===== src/rtl/mem_arbiter_pkg.sv =====
// Shared types for the instruction/data RAM arbiter.
// Holds the word type, the arbiter state encoding and the word returned when an access times out.
package mem_arbiter_pkg;

  typedef logic [31:0] word_t;

  typedef enum logic [1:0] {
    IDLE    = 2'd0,
    SERVE_I = 2'd1,
    SERVE_D = 2'd2
  } arbstate_t;

  localparam word_t ERR_WORD = 32'hBAD1BAD1;

endpackage


===== src/rtl/mem_arbiter_if.sv =====
// Groups the fetch port, the data port and the RAM port that the arbiter sits between.
// The arbiter uses the slave view; the pipeline/RAM environment uses the master view.
interface mem_arbiter_if;
  import mem_arbiter_pkg::*;

  logic  iREN;
  word_t iaddr;
  logic  iwait;
  word_t iload;

  logic  dREN;
  logic  dWEN;
  word_t daddr;
  word_t dstore;
  logic  dwait;
  word_t dload;

  logic  ramREN;
  logic  ramWEN;
  word_t ramaddr;
  word_t ramstore;
  word_t ramload;
  logic  ram_ready;

  logic  mem_err;

  modport slave (
    input  iREN, iaddr, dREN, dWEN, daddr, dstore, ramload, ram_ready,
    output iwait, iload, dwait, dload, ramREN, ramWEN, ramaddr, ramstore, mem_err
  );

  modport master (
    output iREN, iaddr, dREN, dWEN, daddr, dstore, ramload, ram_ready,
    input  iwait, iload, dwait, dload, ramREN, ramWEN, ramaddr, ramstore, mem_err
  );

endinterface


===== src/rtl/mem_arbiter.sv =====
// Shares one RAM port between fetch and data access; data has priority, fetch wins after STARVE_LIMIT losses.
// Latency >= 2 cycles (grant edge + RAM cycle); requesters stall on iwait/dwait until completion or watchdog abort.
module mem_arbiter
  import mem_arbiter_pkg::*;
#(
  parameter int unsigned STARVE_LIMIT = 4,
  parameter int unsigned TIMEOUT      = 255,
  parameter word_t       ERR_WORD     = mem_arbiter_pkg::ERR_WORD
) (
  input  logic          CLK,
  input  logic          RST,
  mem_arbiter_if.slave  bus
);

  localparam int SC_W = $clog2(STARVE_LIMIT + 1);
  localparam int WD_W = $clog2(TIMEOUT + 1);

  arbstate_t       state;
  arbstate_t       state_nxt;
  logic [SC_W-1:0] starve_cnt;
  logic [WD_W-1:0] wd_cnt;
  logic            d_req;
  logic            tmo;
  logic            done;
  logic            starved;

  assign d_req   = bus.dREN | bus.dWEN;
  assign starved = (starve_cnt == SC_W'(STARVE_LIMIT));
  // ram_ready takes precedence over the watchdog when both fire together
  assign tmo     = (state != IDLE) && !bus.ram_ready && (wd_cnt == WD_W'(TIMEOUT));
  assign done    = (state != IDLE) && (bus.ram_ready || tmo);

  always_ff @(posedge CLK) begin
    if (RST) begin
      state <= IDLE;
    end else begin
      state <= state_nxt;
    end
  end

  always_comb begin
    state_nxt = state;
    bus.iwait = bus.iREN && !((state == SERVE_I) && done);
    bus.dwait = d_req && !((state == SERVE_D) && done);
    bus.iload = '0;
    bus.dload = '0;

    case (state)
      IDLE: begin
        if (bus.iREN && starved) begin
          state_nxt = SERVE_I;
        end else if (d_req) begin
          state_nxt = SERVE_D;
        end else if (bus.iREN) begin
          state_nxt = SERVE_I;
        end
      end
      SERVE_I: begin
        if (done) begin
          state_nxt = IDLE;
          bus.iload = bus.ram_ready ? bus.ramload : ERR_WORD;
        end
      end
      SERVE_D: begin
        if (done) begin
          state_nxt = IDLE;
          bus.dload = bus.ram_ready ? bus.ramload : ERR_WORD;
        end
      end
      default: state_nxt = IDLE;
    endcase
  end

  always_ff @(posedge CLK) begin
    if (RST) begin
      bus.ramREN   <= 1'b0;
      bus.ramWEN   <= 1'b0;
      bus.ramaddr  <= '0;
      bus.ramstore <= '0;
      starve_cnt   <= '0;
      wd_cnt       <= '0;
      bus.mem_err  <= 1'b0;
    end else begin
      if (state == IDLE) begin
        if (state_nxt == SERVE_I) begin
          bus.ramREN  <= 1'b1;
          bus.ramWEN  <= 1'b0;
          bus.ramaddr <= bus.iaddr;
          starve_cnt  <= '0;
        end else if (state_nxt == SERVE_D) begin
          // a simultaneous read+write request is performed as a write
          bus.ramREN   <= bus.dREN & ~bus.dWEN;
          bus.ramWEN   <= bus.dWEN;
          bus.ramaddr  <= bus.daddr;
          bus.ramstore <= bus.dstore;
          if (bus.iREN && !starved) begin
            starve_cnt <= starve_cnt + 1'b1;
          end
        end
      end else if (done) begin
        bus.ramREN <= 1'b0;
        bus.ramWEN <= 1'b0;
      end

      wd_cnt <= ((state != IDLE) && !done) ? wd_cnt + 1'b1 : '0;

      if (tmo) begin
        bus.mem_err <= 1'b1;
      end
    end
  end

endmodule


===== src/flat_wrapper.sv =====
// flat-port wrapper written by rule: the top's interface ports become plain ports
module mem_arbiter_flat import mem_arbiter_pkg::*;
#(
  parameter int unsigned STARVE_LIMIT = 4,
  parameter int unsigned TIMEOUT      = 255,
  parameter word_t       ERR_WORD     = mem_arbiter_pkg::ERR_WORD
)
  (CLK, RST, bus_iREN, bus_iaddr, bus_dREN, bus_dWEN, bus_daddr, bus_dstore, bus_ramload, bus_ram_ready, bus_iwait, bus_iload, bus_dwait, bus_dload, bus_ramREN, bus_ramWEN, bus_ramaddr, bus_ramstore, bus_mem_err);
  mem_arbiter_if bus_i ();
  input  logic CLK;
  input  logic RST;
  input wire logic [$bits(bus_i.iREN)-1:0] bus_iREN;
  input wire logic [$bits(bus_i.iaddr)-1:0] bus_iaddr;
  input wire logic [$bits(bus_i.dREN)-1:0] bus_dREN;
  input wire logic [$bits(bus_i.dWEN)-1:0] bus_dWEN;
  input wire logic [$bits(bus_i.daddr)-1:0] bus_daddr;
  input wire logic [$bits(bus_i.dstore)-1:0] bus_dstore;
  input wire logic [$bits(bus_i.ramload)-1:0] bus_ramload;
  input wire logic [$bits(bus_i.ram_ready)-1:0] bus_ram_ready;
  output wire logic [$bits(bus_i.iwait)-1:0] bus_iwait;
  output wire logic [$bits(bus_i.iload)-1:0] bus_iload;
  output wire logic [$bits(bus_i.dwait)-1:0] bus_dwait;
  output wire logic [$bits(bus_i.dload)-1:0] bus_dload;
  output wire logic [$bits(bus_i.ramREN)-1:0] bus_ramREN;
  output wire logic [$bits(bus_i.ramWEN)-1:0] bus_ramWEN;
  output wire logic [$bits(bus_i.ramaddr)-1:0] bus_ramaddr;
  output wire logic [$bits(bus_i.ramstore)-1:0] bus_ramstore;
  output wire logic [$bits(bus_i.mem_err)-1:0] bus_mem_err;
  assign bus_i.iREN = bus_iREN;
  assign bus_i.iaddr = bus_iaddr;
  assign bus_i.dREN = bus_dREN;
  assign bus_i.dWEN = bus_dWEN;
  assign bus_i.daddr = bus_daddr;
  assign bus_i.dstore = bus_dstore;
  assign bus_i.ramload = bus_ramload;
  assign bus_i.ram_ready = bus_ram_ready;
  assign bus_iwait = bus_i.iwait;
  assign bus_iload = bus_i.iload;
  assign bus_dwait = bus_i.dwait;
  assign bus_dload = bus_i.dload;
  assign bus_ramREN = bus_i.ramREN;
  assign bus_ramWEN = bus_i.ramWEN;
  assign bus_ramaddr = bus_i.ramaddr;
  assign bus_ramstore = bus_i.ramstore;
  assign bus_mem_err = bus_i.mem_err;
  mem_arbiter #(.STARVE_LIMIT(STARVE_LIMIT), .TIMEOUT(TIMEOUT), .ERR_WORD(ERR_WORD)) u_core (.CLK(CLK), .RST(RST), .bus(bus_i));
endmodule

===== config.mk =====
export PLATFORM = sky130hd
export DESIGN_NAME = mem_arbiter_flat
export DESIGN_NICKNAME = d
export VERILOG_FILES = /design/src/rtl/mem_arbiter_pkg.sv /design/src/rtl/mem_arbiter_if.sv /design/src/rtl/mem_arbiter.sv /design/src/flat_wrapper.sv
export SDC_FILE = /design/constraint.sdc
export NUM_CORES = 1
export LEC_CHECK = 0
export ABC_AREA = 1
export CELL_PAD_IN_SITES_DETAIL_PLACEMENT = 0
export CELL_PAD_IN_SITES_GLOBAL_PLACEMENT = 1
export CORE_MARGIN = 2
export CORE_UTILIZATION = 23
export DETAILED_ROUTE_END_ITERATION = 8
export PLACE_DENSITY_LB_ADDON = 0.1
export SYNTH_ARGS = -nofsm -noshare
export SYNTH_HDL_FRONTEND = slang
export SYNTH_SLANG_ARGS = --single-unit
export TNS_END_PERCENT = 20

===== constraint.sdc =====
create_clock -name CLK -period 3.4 [get_ports CLK]
set_clock_uncertainty 0.15 [all_clocks]
set_input_delay 0.34 -clock CLK [delete_from_list [all_inputs] [get_ports CLK]]
set_output_delay 0.34 -clock CLK [all_outputs]
set_load 0.01 [all_outputs]

# Word-level counts from Yosys, hierarchy flattened
# Index checks and enable logic that the tools add are counted.
dict set report classes {
  add_sub_neg 2
  n_eq_ne 7
  n_mux 21
  bitwise_logic 5
  n_reduce_logical 27
}
# operator n
set ops {}
lappend ops {{$mux W32} 6}
lappend ops {{$logic_and A1 B1 Y1} 10}
lappend ops {{$mux W3} 3}
lappend ops {{$add A8 B1 Y8 const B} 1}
lappend ops {{$eq A8 B8 Y1 const B} 1}
lappend ops {{$mux W2} 4}
lappend ops {{$reduce_bool A2 Y1} 4}
lappend ops {{$mux W1} 7}
lappend ops {{$reduce_and A3 Y1} 2}
lappend ops {{$logic_not A1 Y1} 5}
lappend ops {{$eq A2 B1 Y1 const B} 2}
lappend ops {{$eq A2 B2 Y1 const B} 2}
lappend ops {{$pmux W2 S2} 1}
lappend ops {{$reduce_and A2 Y1} 2}
lappend ops {{$reduce_or A2 Y1} 2}
lappend ops {{$add A3 B1 Y3 const B} 1}
lappend ops {{$eq A3 B3 Y1 const B} 1}
lappend ops {{$ne A3 B3 Y1 const B} 1}
lappend ops {{$not A1 Y1} 3}
lappend ops {{$logic_not A2 Y1} 1}
lappend ops {{$and A1 B1 Y1} 1}
lappend ops {{$logic_or A1 B1 Y1} 1}
lappend ops {{$or A1 B1 Y1} 1}
dict set report totals {
  register_bits 80
  inputBits 134
  output_inout_bits 133
  elab_cells 70
}

# Logic depth before layout (Yosys ltp)
dict set report logic_depth {
  depth_word 11
  mapped_depth 20
  depth_no_buf 19
}

# Worst setup path after synthesis
# No wires, ideal clock.
dict set report synth_timing {
  path_kind {register to register}
  from {reg u_core.state[0]}
  to {reg u_core.bus.ramaddr[10]}
  setup_ps 120
  arrival_time_ps 2293
  required_time_ps 3130
  slack_ps 837
  path_stages_with_launch 19
  synth_period_minus_slack_ps 2563
  path_cell_list {dfxtp_1 -> inv_1 -> ha_1 -> inv_4 -> nand2_1 -> nor2_1 -> nand2_1 -> nand2_2 -> nand2_4 -> nand2_1 -> nand2_1 -> nand2_1 -> inv_1 -> ha_1 -> nor2_4 -> inv_2 -> clkbuf_1 -> a21oi_1 -> a21oi_1}
}
dict set report synth_between {
  elab_chain_cells 10
}
# item line
set synth_lines {}
lappend synth_lines {{start: declaration} mem_arbiter.sv:18} ;# arbstate_t state;
lappend synth_lines {{start signal: assignment} mem_arbiter.sv:37} ;# state <= state_nxt;
lappend synth_lines {{$reduce_bool A2 Y1} {mem_arbiter.sv:30, mem_arbiter.sv:31}}
lappend synth_lines {{$logic_and A1 B1 Y1 (2 in series)} mem_arbiter.sv:30} ;# assign tmo = (state != IDLE) && !bus.ram_ready && (wd_cnt == WD_W'(TIMEOUT));
lappend synth_lines {{$logic_or A1 B1 Y1} mem_arbiter.sv:31} ;# assign done = (state != IDLE) && (bus.ram_ready || tmo);
lappend synth_lines {{$logic_and A1 B1 Y1} mem_arbiter.sv:31}
lappend synth_lines {{$mux W2} {mem_arbiter.sv:59, mem_arbiter.sv:65}}
lappend synth_lines {{$pmux W2 S2 (*)} mem_arbiter.sv:48} ;# case (state)
lappend synth_lines {{net u_core.state_nxt[1]} mem_arbiter.sv:19} ;# arbstate_t state_nxt;
lappend synth_lines {{$eq A2 B2 Y1 / $eq A2 B1 Y1 (equally long branches)} {mem_arbiter.sv:90, mem_arbiter.sv:85}}
lappend synth_lines {{$reduce_bool A2 Y1 (no source line)} --}
lappend synth_lines {{$reduce_and A2 Y1 (no source line)} --}
lappend synth_lines {{end signal: assignment} mem_arbiter.sv:88} ;# bus.ramaddr <= bus.iaddr;
lappend synth_lines {{end signal: assignment} mem_arbiter.sv:94} ;# bus.ramaddr <= bus.daddr;
lappend synth_lines {{end: declaration} mem_arbiter_if.sv:29} ;# output iwait, iload, dwait, dload, ramREN, ramWEN, ramaddr, ramstore, mem_err
# The timed path passes the listed nets; every way through them passes the cells marked *.
# A chain may end at the register's enable or synchronous reset.

# Final worst setup path
dict set report layout_timing {
  from {reg u_core.state[0]}
  to {out bus_dload[11]}
}
dict set report layout_between {
  elab_chain_cells 7
}
# item line
set layout_lines {}
lappend layout_lines {{$reduce_bool A2 Y1} {mem_arbiter.sv:30, mem_arbiter.sv:31}}
lappend layout_lines {{$logic_and A1 B1 Y1 (2 in series)} mem_arbiter.sv:30}
lappend layout_lines {{$logic_or A1 B1 Y1} mem_arbiter.sv:31}
lappend layout_lines {{$logic_and A1 B1 Y1} mem_arbiter.sv:31}
lappend layout_lines {{$mux W32} mem_arbiter.sv:65} ;# if (done) begin
lappend layout_lines {{$mux W32 (*)} mem_arbiter.sv:48}
lappend layout_lines {{end: declaration} flat_wrapper.sv:23} ;# output wire logic [$bits(bus_i.dload)-1:0] bus_dload;
# Mark *: on every way between the ends. The rest lies on a longest branch, timed or not.

==> summary.md <==
| Metric | Value |
|---|---|
| Util after Layout | between 40% and 50% |
| CTS Sinks | 80 |
| Area leader, netlist | dfxtp_1 |
| Gr usage total | between 15 and 20% |
| DRC | 0 |
| Worst hold slack | ~0.30 ns |
| Clock-pin transition on the worst setup and hold timing paths | 0.06 ns |
| Layout cells sized above 1 | roughly 4.3% |
| Area growth syn-to-layout | 84.9% |
| Boundary pin count | 267 |
| First-pass GRT wire length | roughly 22000 um |
| VDD IR max | 0.000230 V |
| PwrDens | 475 mW/mm^2 |
| CTS tree | yes |
| Headroom to the max-slew limit | between 30% and 40% |
| Synth top area share | 42.4% |
| ANT nets after route | 0 |
| Clock Path Buffers | 2 |
| Die Y | 132 um |
| CP max-delay cell | clkdlybuf4s50_1 |
| Core Rows | 46 |
| Layout Nets | 932 |
| Final Setup Violations | 0 |
| Critical setup path kind | reg -> out |
| RSZ-0062 raised after global routing | no |
| Port bufs | 266 |
| Peak Freq | 0.326 GHz |
| Vias | 4484 |
| Iter 0 DRT Violations | 133 |
| R2r setup slk | just over 0.4 ns |
| Clock Root Buffer | clkbuf_16 |
| Post-Syn Area | 0.00378 mm^2 |
| DP Wirelength | between 10000 and 15000 um |
| Status | complete, no violations |
| Hold Crit Class | reg -> reg |
| Syn. warnings | 0 |
| Mapped Cells | 541 |
| Seq cells post-synth | 80 |
| Total of max-cap violations | 0 |
| Hold Vio Cnt, Final | 0 |
| Worst EP arrival | 2.57 ns |
| Lkg Pwr | 2.72 nW |
| CP Max Fanout | 18 |
| Core box area | 0.0160 mm^2 |
| Netlist cell types | 28 |
| Post-synth net total | 684 |
| Crit-path cells | inv_1 -> ha_1 -> inv_4 -> nand2_1 -> nor2_1 -> nand2_1 -> nand2_2 -> nand2_4 -> clkinv_4 -> nand2_4 -> a21oi_1 -> clkdlybuf4s50_1 |
| Overall die width | 132 um |
| Synth Area per Inst | 6.99 um^2 |
| CP startpoint | u_core.state[0] |
| Clock buffer count from CTS | 9 |
| CP top delay family | buffers and inverters |
| Final wirelength | ~14000 um |
| Vias per cell | 4.44 |
| ANT cells | 0 |
| Largest net degree at the start of global routing | 46 |
| DR pass1 iterations | 4 |
| GRT overflow | 0 |
| Global placer's final weighted congestion | between 0.8 and 0.9 |
| Cts hold-fix bufs | 0 |
| CP endpoint kind | output port |
| Startpoint types | register |
| R2R cell count | 17 |
| Sequential share of the synthesized area | between 40% and 50% |
| FF-to-FF Start | u_core.state[0] |
| Tightest Pin Transition | 1.02 ns |
| Setup TNS | 0 ns |
| Worst R2R End | u_core.starve_cnt[0] |
| Worst path depth | 12 |
| Synth top area cells | dfxtp_1 42%, a21oi_1 14%, o21ai_0 8.9%, nor2_1 7.5%, nand2_1 5.6% |
| Worst Path Buf+Inv | 4 |
| Routed len/inst | 14.0 um |
| Worst-Skew Late Latency | 0.33 ns |
| Max-slew violations | 0 |
| Starting Density | 23.6% |
| Vias in the first global route | 4402 |
| Period Utilization, post-route | 90.1% |
| Die ar. | about 0.017 mm^2 |
| Worst Setup EP | bus_dload[11] |
| Critical Path Max Stage Delay | 0.56 ns |
| Min Tclk post-route | 3.06 ns |
| Initial antenna violation count | 0 |
| Critical Path RT | 2.91 ns |
| H-tree depth | 3 |
## per-layer routing
metal  global-route usage [%]  vias up  wire length (um)
met1                     18.2     2013              5860
met5                        0        -                 0
li1                         -     2275                 -
met2                     27.5      182              6930
met4                     5.73        0               230
met3                     3.96       14              1140
## area by class of cell
cell class	instances	area (um^2)
Clock buffer	11	233
Clock inverter	5	129
Fill cell	1626	9010
Inverter	54	213
Multi-Input combinational cell	371	1820
Sequential cell	80	1600
Tap cell	216	270
Timing Repair Buffer	273	2730
## timing repair
action	in CTS	in global routing
setup endpoints to repair	0	1
resized for setup	0	2
buffers inserted	0	0
## registers in the layout, indices dropped and copies added (netlist names)
signal and count:
u_core.bus.ramstore 32, u_core.bus.ramWEN 1, u_core.bus.mem_err 1, u_core.bus.ramaddr 32, u_core.starve_cnt 3, u_core.wd_cnt 8
u_core.bus.ramREN 1, u_core.state 2
## cells in the mapped netlist, drive strengths merged
cell / count
inv: 53
nor2: 78
clkinv: 1
nand4: 1
nand2: 60
nand3b: 1
ha: 9
xnor2: 2
nand3: 9
buf: 3
dfxtp: 80
xor2: 2
o21ai: 68
o21a: 1
clkbuf: 33
a21oi: 109
o211ai: 1
nor3: 29
nor3b: 1
## through the flow
| stage | std cells | cell area [um^2] | total power, mW | setup slack (ns) |
|---|---|---|---|---|
| final | 1010 | 6990 | 3.32 | 0.337 |
| after global routing | 1010 | 6990 | 3.50 | 0.0328 |
| after CTS | 1010 | 6990 | 3.37 | 0.263 |
| after detailed placement | 994 | 6630 | 2.17 | 0.311 |
| after global placement | 994 | 6630 | 2.16 | 0.417 |
| after floorplan | 541 | 3780 | 1.59 | 0.837 |
## worst min-delay path by stage
stage                startpoint                  to  slack (ns)  depth (start not counted)
2_1_floorplan               RST  u_core.bus.mem_err        0.26                          1
3_3_place_gp   u_core.wd_cnt[0]    u_core.wd_cnt[0]        0.28                          1
3_5_place_dp   u_core.wd_cnt[0]    u_core.wd_cnt[0]        0.29                          1
4_1_cts        u_core.wd_cnt[0]    u_core.wd_cnt[0]        0.30                          1
5_1_grt        u_core.wd_cnt[0]    u_core.wd_cnt[0]        0.32                          1
6_report       u_core.wd_cnt[0]    u_core.wd_cnt[0]        0.30                          1
## kinds of logic (layout without fill, tap and decap cells)
| group | Yosys count | count (layout) | share of synthesized area (%) |
|---|---|---|---|
| compound gates | 179 | 179 | 23.8 |
| simple gates | 179 | 179 | 20.4 |
| buf+inv | 90 | 343 | 9.56 |
| flops | 80 | 80 | 42.4 |
| fa+ha+maj | 9 | 9 | 2.98 |
| xor+xnor | 4 | 4 | 0.927 |
## cells in the final DEF (no fill, tap or decap), drive strengths merged
| master | instances |
|---|---|
| inv | 53 |
| clkinv | 2 |
| nor3b | 1 |
| nor2 | 78 |
| ha | 9 |
| o211ai | 1 |
| xnor2 | 2 |
| xor2 | 2 |
| o21a | 1 |
| nand3 | 9 |
| clkdlybuf4s50 | 266 |
| a21oi | 109 |
| clkbuf | 11 |
| nand3b | 1 |
| buf | 7 |
| o21ai | 68 |
| bufinv | 4 |
| nand4 | 1 |
| nand2 | 60 |
| dfxtp | 80 |
| nor3 | 29 |
## power breakdown
part / total (mW) / internal (mW) / switching, mW
Combinational: 0.991 / 0.515 / 0.476
Sequential: 1.15 / 1.08 / 0.0709
Clock: 1.18 / 0.794 / 0.383
Total: 3.32 / 2.39 / 0.930
Note: power is estimated with default switching activity, not from simulation.
